`config.mk`:
```
export PLATFORM = sky130hd
export DESIGN_NAME = vote_argmax_classifier
export DESIGN_NICKNAME = d
export VERILOG_FILES = /design/src/rtl/vote_argmax_classifier_pkg.sv /design/src/rtl/vote_argmax_classifier_compare_step.sv /design/src/rtl/vote_argmax_classifier.sv
export SDC_FILE = /design/constraint.sdc
export NUM_CORES = 1
export LEC_CHECK = 0
export ABC_AREA = 0
export CAP_MARGIN = 20
export CORE_MARGIN = 4
export CORE_UTILIZATION = 45
export CTS_BUF_LIST = sky130_fd_sc_hd__clkbuf_8
export DETAILED_ROUTE_END_ITERATION = 6
export PLACE_DENSITY_LB_ADDON = 0.25
export SLEW_MARGIN = 5
export SYNTH_ARGS = -nofsm -noshare
export SYNTH_HDL_FRONTEND = slang
export SYNTH_SLANG_ARGS = --single-unit
```
`constraint.sdc`:
```
create_clock -name clock -period 8.21 [get_ports clock]
set_input_delay 1.642 -clock clock [delete_from_list [all_inputs] [get_ports clock]]
set_output_delay 1.642 -clock clock [all_outputs]
set_load 0.01 [all_outputs]
```
`src/rtl/vote_argmax_classifier_pkg.sv`:
```
// Shared definitions for the vote argmax classifier: default sizing and FSM state encoding.
package vote_argmax_classifier_pkg;

   localparam int OUTPUT_DIM_DEFAULT       = 10;
   localparam int W_BITLENGTH_DEFAULT      = 12;
   localparam int IDX_BITLENGTH_DEFAULT    = 4;
   localparam int MARGIN_THRESHOLD_DEFAULT = 8;
   localparam int STAT_BITLENGTH_DEFAULT   = 16;

   typedef enum logic [1:0] {
      S_IDLE = 2'd0,
      S_LOAD = 2'd1,
      S_SCAN = 2'd2,
      S_HOLD = 2'd3
   } state_t;

endpackage

```
`src/rtl/vote_argmax_classifier_compare_step.sv`:
```
// One step of the running argmax: folds a single class count into the best/second-best tracker.
module vote_compare_step
   import vote_argmax_classifier_pkg::*;
#(
   parameter int w_bitlength   = W_BITLENGTH_DEFAULT,
   parameter int idx_bitlength = IDX_BITLENGTH_DEFAULT
) (
   input  logic [w_bitlength-1:0]   v,
   input  logic [idx_bitlength-1:0] idx,
   input  logic [w_bitlength-1:0]   best,
   input  logic [idx_bitlength-1:0] best_idx,
   input  logic [w_bitlength-1:0]   second,
   output logic [w_bitlength-1:0]   best_next,
   output logic [idx_bitlength-1:0] best_idx_next,
   output logic [w_bitlength-1:0]   second_next
);

   // Strict compares so an equal count never displaces the earlier (lower) index.
   always_comb begin
      best_next     = best;
      best_idx_next = best_idx;
      second_next   = second;
      if (v > best) begin
         second_next   = best;
         best_next     = v;
         best_idx_next = idx;
      end else if (v > second) begin
         second_next = v;
      end
   end

endmodule

```
`src/rtl/vote_argmax_classifier.sv`:
```
// Sequential argmax over per-class vote counters with a valid/ready result port
// and saturating hit/sample statistics against a supplied label.
module vote_argmax_classifier
   import vote_argmax_classifier_pkg::*;
#(
   parameter int output_dim       = OUTPUT_DIM_DEFAULT,
   parameter int w_bitlength      = W_BITLENGTH_DEFAULT,
   parameter int idx_bitlength    = IDX_BITLENGTH_DEFAULT,
   parameter int margin_threshold = MARGIN_THRESHOLD_DEFAULT,
   parameter int stat_bitlength   = STAT_BITLENGTH_DEFAULT
) (
   input  logic                              clock,
   input  logic                              reset,
   input  logic                              finish,
   input  logic [output_dim*w_bitlength-1:0] VoteData,
   input  logic [idx_bitlength-1:0]          label,
   input  logic                              result_ready,
   output logic                              result_valid,
   output logic [idx_bitlength-1:0]          class_out,
   output logic [w_bitlength-1:0]            top_count,
   output logic [w_bitlength-1:0]            margin,
   output logic                              ambiguous,
   output logic                              busy,
   output logic                              overrun,
   output logic [stat_bitlength-1:0]         hit_count,
   output logic [stat_bitlength-1:0]         sample_count
);

   state_t                   state;
   logic                     finish_d;
   logic                     start;
   logic                     last_class;
   logic [w_bitlength-1:0]   votes_q [output_dim];
   logic [idx_bitlength-1:0] label_q;
   logic [idx_bitlength-1:0] idx;
   logic [w_bitlength-1:0]   best;
   logic [idx_bitlength-1:0] best_idx;
   logic [w_bitlength-1:0]   second;
   logic [w_bitlength-1:0]   best_nx;
   logic [idx_bitlength-1:0] best_idx_nx;
   logic [w_bitlength-1:0]   second_nx;
   logic [w_bitlength-1:0]   margin_nx;

   assign start      = finish & ~finish_d;
   assign busy       = (state != S_IDLE);
   assign last_class = (idx == idx_bitlength'(output_dim - 1));
   assign margin_nx  = best_nx - second_nx;

   vote_compare_step #(
      .w_bitlength   (w_bitlength),
      .idx_bitlength (idx_bitlength)
   ) u_step (
      .v             (votes_q[idx]),
      .idx           (idx),
      .best          (best),
      .best_idx      (best_idx),
      .second        (second),
      .best_next     (best_nx),
      .best_idx_next (best_idx_nx),
      .second_next   (second_nx)
   );

   // The result fields are loaded from the step outputs on the last SCAN cycle,
   // so the final class is folded in without an extra cycle before HOLD.
   always_ff @(posedge clock or negedge reset) begin
      if (!reset) begin
         state        <= S_IDLE;
         finish_d     <= 1'b0;
         label_q      <= '0;
         idx          <= '0;
         best         <= '0;
         best_idx     <= '0;
         second       <= '0;
         result_valid <= 1'b0;
         class_out    <= '0;
         top_count    <= '0;
         margin       <= '0;
         ambiguous    <= 1'b0;
         overrun      <= 1'b0;
         hit_count    <= '0;
         sample_count <= '0;
         for (int i = 0; i < output_dim; i++) begin
            votes_q[i] <= '0;
         end
      end else begin
         finish_d <= finish;
         if (start && (state != S_IDLE)) begin
            overrun <= 1'b1;
         end
         case (state)
            S_IDLE: begin
               if (start) begin
                  for (int i = 0; i < output_dim; i++) begin
                     votes_q[i] <= VoteData[i*w_bitlength +: w_bitlength];
                  end
                  label_q <= label;
                  state   <= S_LOAD;
               end
            end
            S_LOAD: begin
               idx      <= '0;
               best     <= '0;
               best_idx <= '0;
               second   <= '0;
               state    <= S_SCAN;
            end
            S_SCAN: begin
               best     <= best_nx;
               best_idx <= best_idx_nx;
               second   <= second_nx;
               if (last_class) begin
                  class_out    <= best_idx_nx;
                  top_count    <= best_nx;
                  margin       <= margin_nx;
                  ambiguous    <= (margin_nx < w_bitlength'(margin_threshold));
                  result_valid <= 1'b1;
                  if (sample_count != '1) begin
                     sample_count <= sample_count + 1'b1;
                  end
                  if ((best_idx_nx == label_q) && (hit_count != '1)) begin
                     hit_count <= hit_count + 1'b1;
                  end
                  state <= S_HOLD;
               end else begin
                  idx <= idx + 1'b1;
               end
            end
            S_HOLD: begin
               if (result_ready) begin
                  result_valid <= 1'b0;
                  state        <= S_IDLE;
               end
            end
            default: state <= S_IDLE;
         endcase
      end
   end

endmodule

```
## Yosys cells after proc, flatten, opt, wreduce, memory -nomap -nowiden

Index checks and enable logic that the tools add are counted.

- Register bits: 222
- Bits of input ports: 128
- Logic and storage cells: 79

- $add $sub $neg: 4
- Magnitude comparators: 4
- Equality and inequality tests: 11
- Muxes and demuxes: 19
- Bitwise operators: 3
- Reductions and logical operators: 13

Operators by type and width:

| cell | count |
|---|---|
| 2-to-1 mux 12 bit | 5 |
| binary-select mux 12 bit (select 4 bit) | 1 |
| one-hot mux 12 bit (2 select lines) | 2 |
| adder 16 x 1 -> 16 bit (second input constant) | 2 |
| != test 16 bit (second input constant) | 2 |
| > comparator 12 bit | 2 |
| one-hot mux 4 bit (2 select lines) | 2 |
| less-than comparator 12 x 4 -> 1 bit (second input constant) | 1 |
| AND reduction 3 bit | 4 |
| subtractor 12 bit | 1 |
| 2-to-1 mux 4 bit | 2 |
| != test 2 bit (second input constant) | 4 |
| one-hot mux 2 bit (4 select lines) | 1 |
| 2-to-1 mux 2 bit | 3 |
| AND reduction 2 bit | 3 |
| nonzero test 2 bit | 3 |
| greater-or-equal comparator 5 bit (second input constant) | 1 |
| inverter 4 -> 5 bit | 1 |
| adder 4 x 1 -> 4 bit (second input constant) | 1 |
| equality test 2 bit (second input constant) | 2 |
| equality test 4 bit | 1 |
| equality test 4 bit (second input constant) | 1 |
| equality test 2 x 1 -> 1 bit (second input constant) | 1 |
| logical AND 1 bit | 2 |
| 5 further kinds | 6 |

## Depth between registers and ports, before layout

- Word-level depth: 9
- Depth in mapped cells: 31
- Gate-level depth less buffers: 25

## Cells and area by module

From an unflattened synthesis, not the netlist that was laid out.

- Cells, all modules: 937
- Area, all modules: 11,358.4 um^2

By module, submodules not included:

| module | times used | cells an instance | area each (um^2) | seq. area each (um^2) |
|---|---|---|---|---|
| vote_argmax_classifier | 1 | 813 | 10,257.3 | 5,555.3 |
| vote_compare_step | 1 | 124 | 1,101.1 | 0.0 |

## Worst setup path before layout

No wires, ideal clock.

- Path kind: register -> register
- Start: reg idx[0]
- End: reg ambiguous
- Setup time: 0.092 ns
- Arrival: 6.453 ns
- Data required time: 8.118 ns
- Path slack: 1.665 ns
- Stages on the path, launching flop included: 28
- Period minus slack after synthesis: 6.545 ns
- Cells stage by stage: dfrtp_1 -> buf_6 -> buf_6 -> buf_4 -> buf_2 -> clkbuf_1 -> mux2_2 -> a221oi_1 -> nor2_1 -> ha_1 -> nand2_1 -> o21ai_0 -> o31a_1 -> clkbuf_1 -> clkbuf_1 -> buf_1 -> a21oi_1 -> inv_1 -> ha_1 -> a21o_1 -> a21oi_1 -> maj3_1 -> a211oi_1 -> a31oi_2 -> or3b_1 -> a2111oi_2 -> o2111ai_1 -> o31ai_2

- Elaborated cells on any way between the ends: 13

RTL lines:

| what | RTL line | RTL |
|---|---|---|
| start, declared | vote_argmax_classifier.sv:35 | `logic [idx_bitlength-1:0] idx;` |
| start signal, assigned | vote_argmax_classifier.sv:125 | `idx <= idx + 1'b1;` |
| inverter 4 -> 5 bit (not written as such) (*) | vote_argmax_classifier.sv:53 | `.v (votes_q[idx]),` |
| binary-select mux 12 bit (select 4 bit) (*) | vote_argmax_classifier.sv:53 |  |
| 2-to-1 mux 12 bit (not written as such) (*) (2 in series) | vote_argmax_classifier.sv:53 |  |
| > comparator 12 bit | vote_argmax_classifier_compare_step.sv:23 | `if (v > best) begin` |
| 2-to-1 mux 12 bit (*) | vote_argmax_classifier_compare_step.sv:23 |  |
| via best_nx[1] | vote_argmax_classifier.sv:39 | `logic [w_bitlength-1:0] best_nx;` |
| subtractor 12 bit (*) | vote_argmax_classifier.sv:47 | `assign margin_nx = best_nx - second_nx;` |
| less-than comparator 12 x 4 -> 1 bit (*) | vote_argmax_classifier.sv:115 | `ambiguous <= (margin_nx < w_bitlength'(margin_threshold));` |
| end signal, assigned | vote_argmax_classifier.sv:115 |  |
| end, declared | vote_argmax_classifier.sv:22 | `output logic ambiguous,` |

Mark *: on every way through the listed nets, which the timed path passes. The rest lies on a longest branch. The select of a mux whose other input is x is not followed.
A chain may end at the register's enable or synchronous reset.

## Worst setup path in the final report

- Start: reg idx[1]
- End: reg ambiguous

- Word-level cells in the longest chain between the ends: 9
- Elaborated cells on any way between the ends: 13

Ends and longest elaborated chain:

| what | RTL line | RTL |
|---|---|---|
| inverter 4 -> 5 bit (not written as such) | vote_argmax_classifier.sv:53 |  |
| binary-select mux 12 bit (select 4 bit) | vote_argmax_classifier.sv:53 |  |
| 2-to-1 mux 12 bit (not written as such) (2 in series) | vote_argmax_classifier.sv:53 |  |
| > comparator 12 bit | vote_argmax_classifier_compare_step.sv:27 | `end else if (v > second) begin` |
| 2-to-1 mux 12 bit | vote_argmax_classifier_compare_step.sv:27 |  |
| 2-to-1 mux 12 bit | vote_argmax_classifier_compare_step.sv:23 |  |
| subtractor 12 bit | vote_argmax_classifier.sv:47 |  |
| less-than comparator 12 x 4 -> 1 bit | vote_argmax_classifier.sv:115 |  |

Parallel ways exist; a longest one is shown, timed or not. The select of a mux whose other input is x is not followed.

==> summary.txt <==
M1 WL - 13.40 mm
Synth-to-Final Area Change - 26.33%
Mapped Avg Cell Area - 11.62 um2
Area taken by multi-input logic gates - 0.005421 mm2
Worst Hold Path EP - margin[7]$_DFFE_PN0P_
Register area - 0.005557 mm2
First-pass GRT wire length - 46.43 mm
Die area - 0.02799 mm2
Max Buffers Root-to-Sink - 3
CP Launch Type - flip-flop
RSZ-0062 raised after global routing - false
Status - complete, no violations
Tcrit/Tclk final - 84.24%
Post-DP Area - 0.01360 mm2
Final hold vios - 0
Final setup fails - 0
Largest family of logic cells by synthesized area - multiplexers
Place WS - 1.373 ns
Grt total ovfl - 0
Met3 Wirelength - 1.771 mm
Endpoint type of the worst setup path - flip-flop
Routed wl met2 - 12.89 mm
Final WL - 28.65 mm
Top FF cell, synth - dfrtp_1
Via density per instance - 5.438
Ranking of synthesized cells by area - dfrtp_1, mux2_2, mux4_2
1st-iter DRT viols - 566
Clock slew at reported path FFs - 0.06 ns
Worst hold path type - reg -> reg
Seq/Total Area, Yosys - 48.64%
Final critical-path required period - 6.916 ns
1st-pass router iterations - 5
CP Max Fanout - 17
Max transition margin - 36.00%
Library cells used by synthesis - 74
HP Start - margin[7]$_DFFE_PN0P_
Top cell type's share of synthesized area - 48.64%
Antenna cells - 0
Crit path DAT - 7.37 ns
Layout Nets - 1340
CTS tree - done
Peak VDD IR - 0.0002657 V
EDFF count, synth - 0
Fill cell count - 2171
Final worst slack - 1.294 ns
Gp weighted congestion - 0.8260
P_leak - 6.128 nW
Vias - 8304
FF-to-FF End - ambiguous$_DFFE_PN0P_
Synth Area in Adders - 4.514%
Hold_ws - 0.4742 ns
Std-Cell Rows - 58
WP data required - 8.67 ns
Mux cell area share after synthesis - 19.87%
Synthesized flop and latch total - 222
Syn nets - 1150
CTS buffer count - 40
Max_cap viols - 0
Ys async rst share - 100.0%
Slew @ Worst Pin - 0.9600 ns
Global Route Usage Sum - 20.44%
Max Transition Viols Final - 0
Post-CTS Resized - 0
H-tree Lvls - 2
FMAX - 144.6 MHz
Die H - 167.3 um
Largest net degree at the start of global routing - 88
Antenna violations before repair - 0
Setup TNS Final - 0 ns
Vias in the first global route - 8519
Detailed placement HPWL - 20.65 mm
Number of I/O pins - 192
Sink Count - 222
Power Density - 474.6 mW/mm2
Hold Path Stages - 2
Setup Skew - 0.03082 ns
Compound-gate portion of the synthesized area - 11.42%
Reg2Reg Setup Slack - 1.29 ns
Placeable Area - 0.02511 mm2
Die W - 167.3 um
CTS Root Cell - clkbuf_8
Post-Synthesis Cells - 983
Routed WL per cell - 18.76 um
Xor and xnor area share after synthesis - 3.067%
DRC - 0
Clock latency on the worst-skew pair - 0.55 ns
Depth of the worst register-to-register path - 24
Reg-to-reg critical path startpoint - idx[1]$_DFFE_PN0P_
Share of cells above drive strength 1 - 21.72%
Highest Signal Layer - met4
Post-CTS Setup Inserts - 0
Cell Area, Synth - 0.01142 mm2
Crit path kind - reg -> reg
CTS Hold Bufs - 0
Initial Utilization - 45.49%
Simple-gate share of the synthesized area - 8.578%
ANT nets after route - 0
Yosys top cell by area - dfrtp_1
Warning count from the yosys run - 0
Final Instance Area - 0.01443 mm2
Port bufs - 191
==> state kept, by name, indices dropped and copies added, names as in the netlist <==
name          count
ambiguous         1
best             12
best_idx          4
class_out         4
finish_d          1
hit_count        16
idx               4
label_q           4
margin           12
overrun           1
result_valid      1
sample_count     16
second           12
state             2
top_count        12
votes_q         120
==> metal layers <==
layer	GRT usage, %	vias to the layer above
met4	5.434	0
met2	31.57	226
met5	0	-
met1	29.23	4074
li1	-	3958
met3	4.887	46
==> Yosys cell counts, drive strengths merged (3+ instances only) <==
| library cell | number |
|---|---|
| inv | 53 |
| mux2i | 12 |
| a21oi | 61 |
| xnor2 | 26 |
| nand2 | 58 |
| o21ai | 43 |
| a211oi | 15 |
| and2 | 4 |
| nand3 | 29 |
| o211ai | 7 |
| nand2b | 3 |
| nand4 | 13 |
| and4 | 3 |
| a21o | 6 |
| a221oi | 11 |
| a31oi | 4 |
| or3 | 6 |
| o22ai | 25 |
| and3 | 13 |
| nor2 | 41 |
| ha | 38 |
| clkbuf | 40 |
| xor2 | 14 |
| nor2b | 6 |
| dfrtp | 222 |
| mux4 | 24 |
| buf | 16 |
| nor3 | 9 |
| o32a | 3 |
| o31ai | 3 |
| mux2 | 140 |
| nor4 | 4 |
==> layout by cell type, fill, tap and decap left out, drive strengths merged, types with 38 or more instances in the layout <==
cell type | netlist | layout
dfrtp | 222 | 222
a21oi | 61 | 61
clkbuf | 40 | 54
nor2 | 41 | 41
clkdlybuf4s50 | 0 | 190
inv | 53 | 62
nand2 | 58 | 58
o21ai | 43 | 43
ha | 38 | 38
mux2 | 140 | 140
==> cell type report <==
cell class | count | area share (%)
Clock buffer | 54 | 5.151
Clock inverter | 12 | 0.3903
Inverter | 54 | 1.405
Multi-Input combinational cell | 651 | 37.58
Sequential cell | 222 | 38.51
Tap cell | 330 | 2.862
Timing Repair Buffer | 204 | 14.10
==> critical path: stages (launching register included) <==
cell       delay, ns
dfrtp_1         0.70
nor2b_1         0.76
a221oi_1        0.16
nor2_1          0.65
ha_1            0.38
and2_1          0.18
a221o_1         0.29
a22o_1          0.20
o32ai_2         0.24
buf_4           0.25
nor2_1          0.06
a211oi_1        0.21
a21oi_1         0.08
inv_1           0.08
ha_1            0.13
inv_1           0.06
fa_1            0.40
a21oi_1         0.24
mux2i_1         0.13
a211oi_2        0.41
o211ai_1        0.27
and3_1          0.22
nor3_1          0.32
o2111ai_1       0.21
o31ai_2         0.20
==> metrics by stage <==
step           total power, mW  std cells  util (%)
2_1_floorplan            4.721        983         -
3_3_place_gp             5.730       1460     54.17
3_5_place_dp             5.776       1460     54.17
4_1_cts                  6.840       1526     57.35
5_1_grt                  7.411       1527     57.46
6_report                 6.847       1527     57.46
==> worst max-delay path by stage <==
stage                             startpoint  slack, ns                     to  depth (start not counted)
final                     idx[1]$_DFFE_PN0P_       1.29  ambiguous$_DFFE_PN0P_                         24
after global routing      idx[1]$_DFFE_PN0P_       0.76  ambiguous$_DFFE_PN0P_                         24
after CTS                 idx[1]$_DFFE_PN0P_       1.38  ambiguous$_DFFE_PN0P_                         22
after detailed placement  idx[1]$_DFFE_PN0P_       1.37  ambiguous$_DFFE_PN0P_                         22
after global placement    idx[1]$_DFFE_PN0P_       1.57  ambiguous$_DFFE_PN0P_                         23
after floorplan           idx[0]$_DFFE_PN0P_       1.67  ambiguous$_DFFE_PN0P_                         27
==> report_power, final <==
group / switching (mW) / internal, mW
registers: 0.208 / 1.44
clock network: 0.458 / 0.583
logic: 2.43 / 1.73
total: 3.10 / 3.75
==> cell families (layout without fill, tap and decap cells) <==
logic type	after synthesis	count (layout)
mux	176	176
xor+xnor	40	40
flops	222	222
simple gates	197	197
fa+ha+maj	41	41
compound gates	197	197
buf+inv	110	324
(Power assumes the default switching activity.)
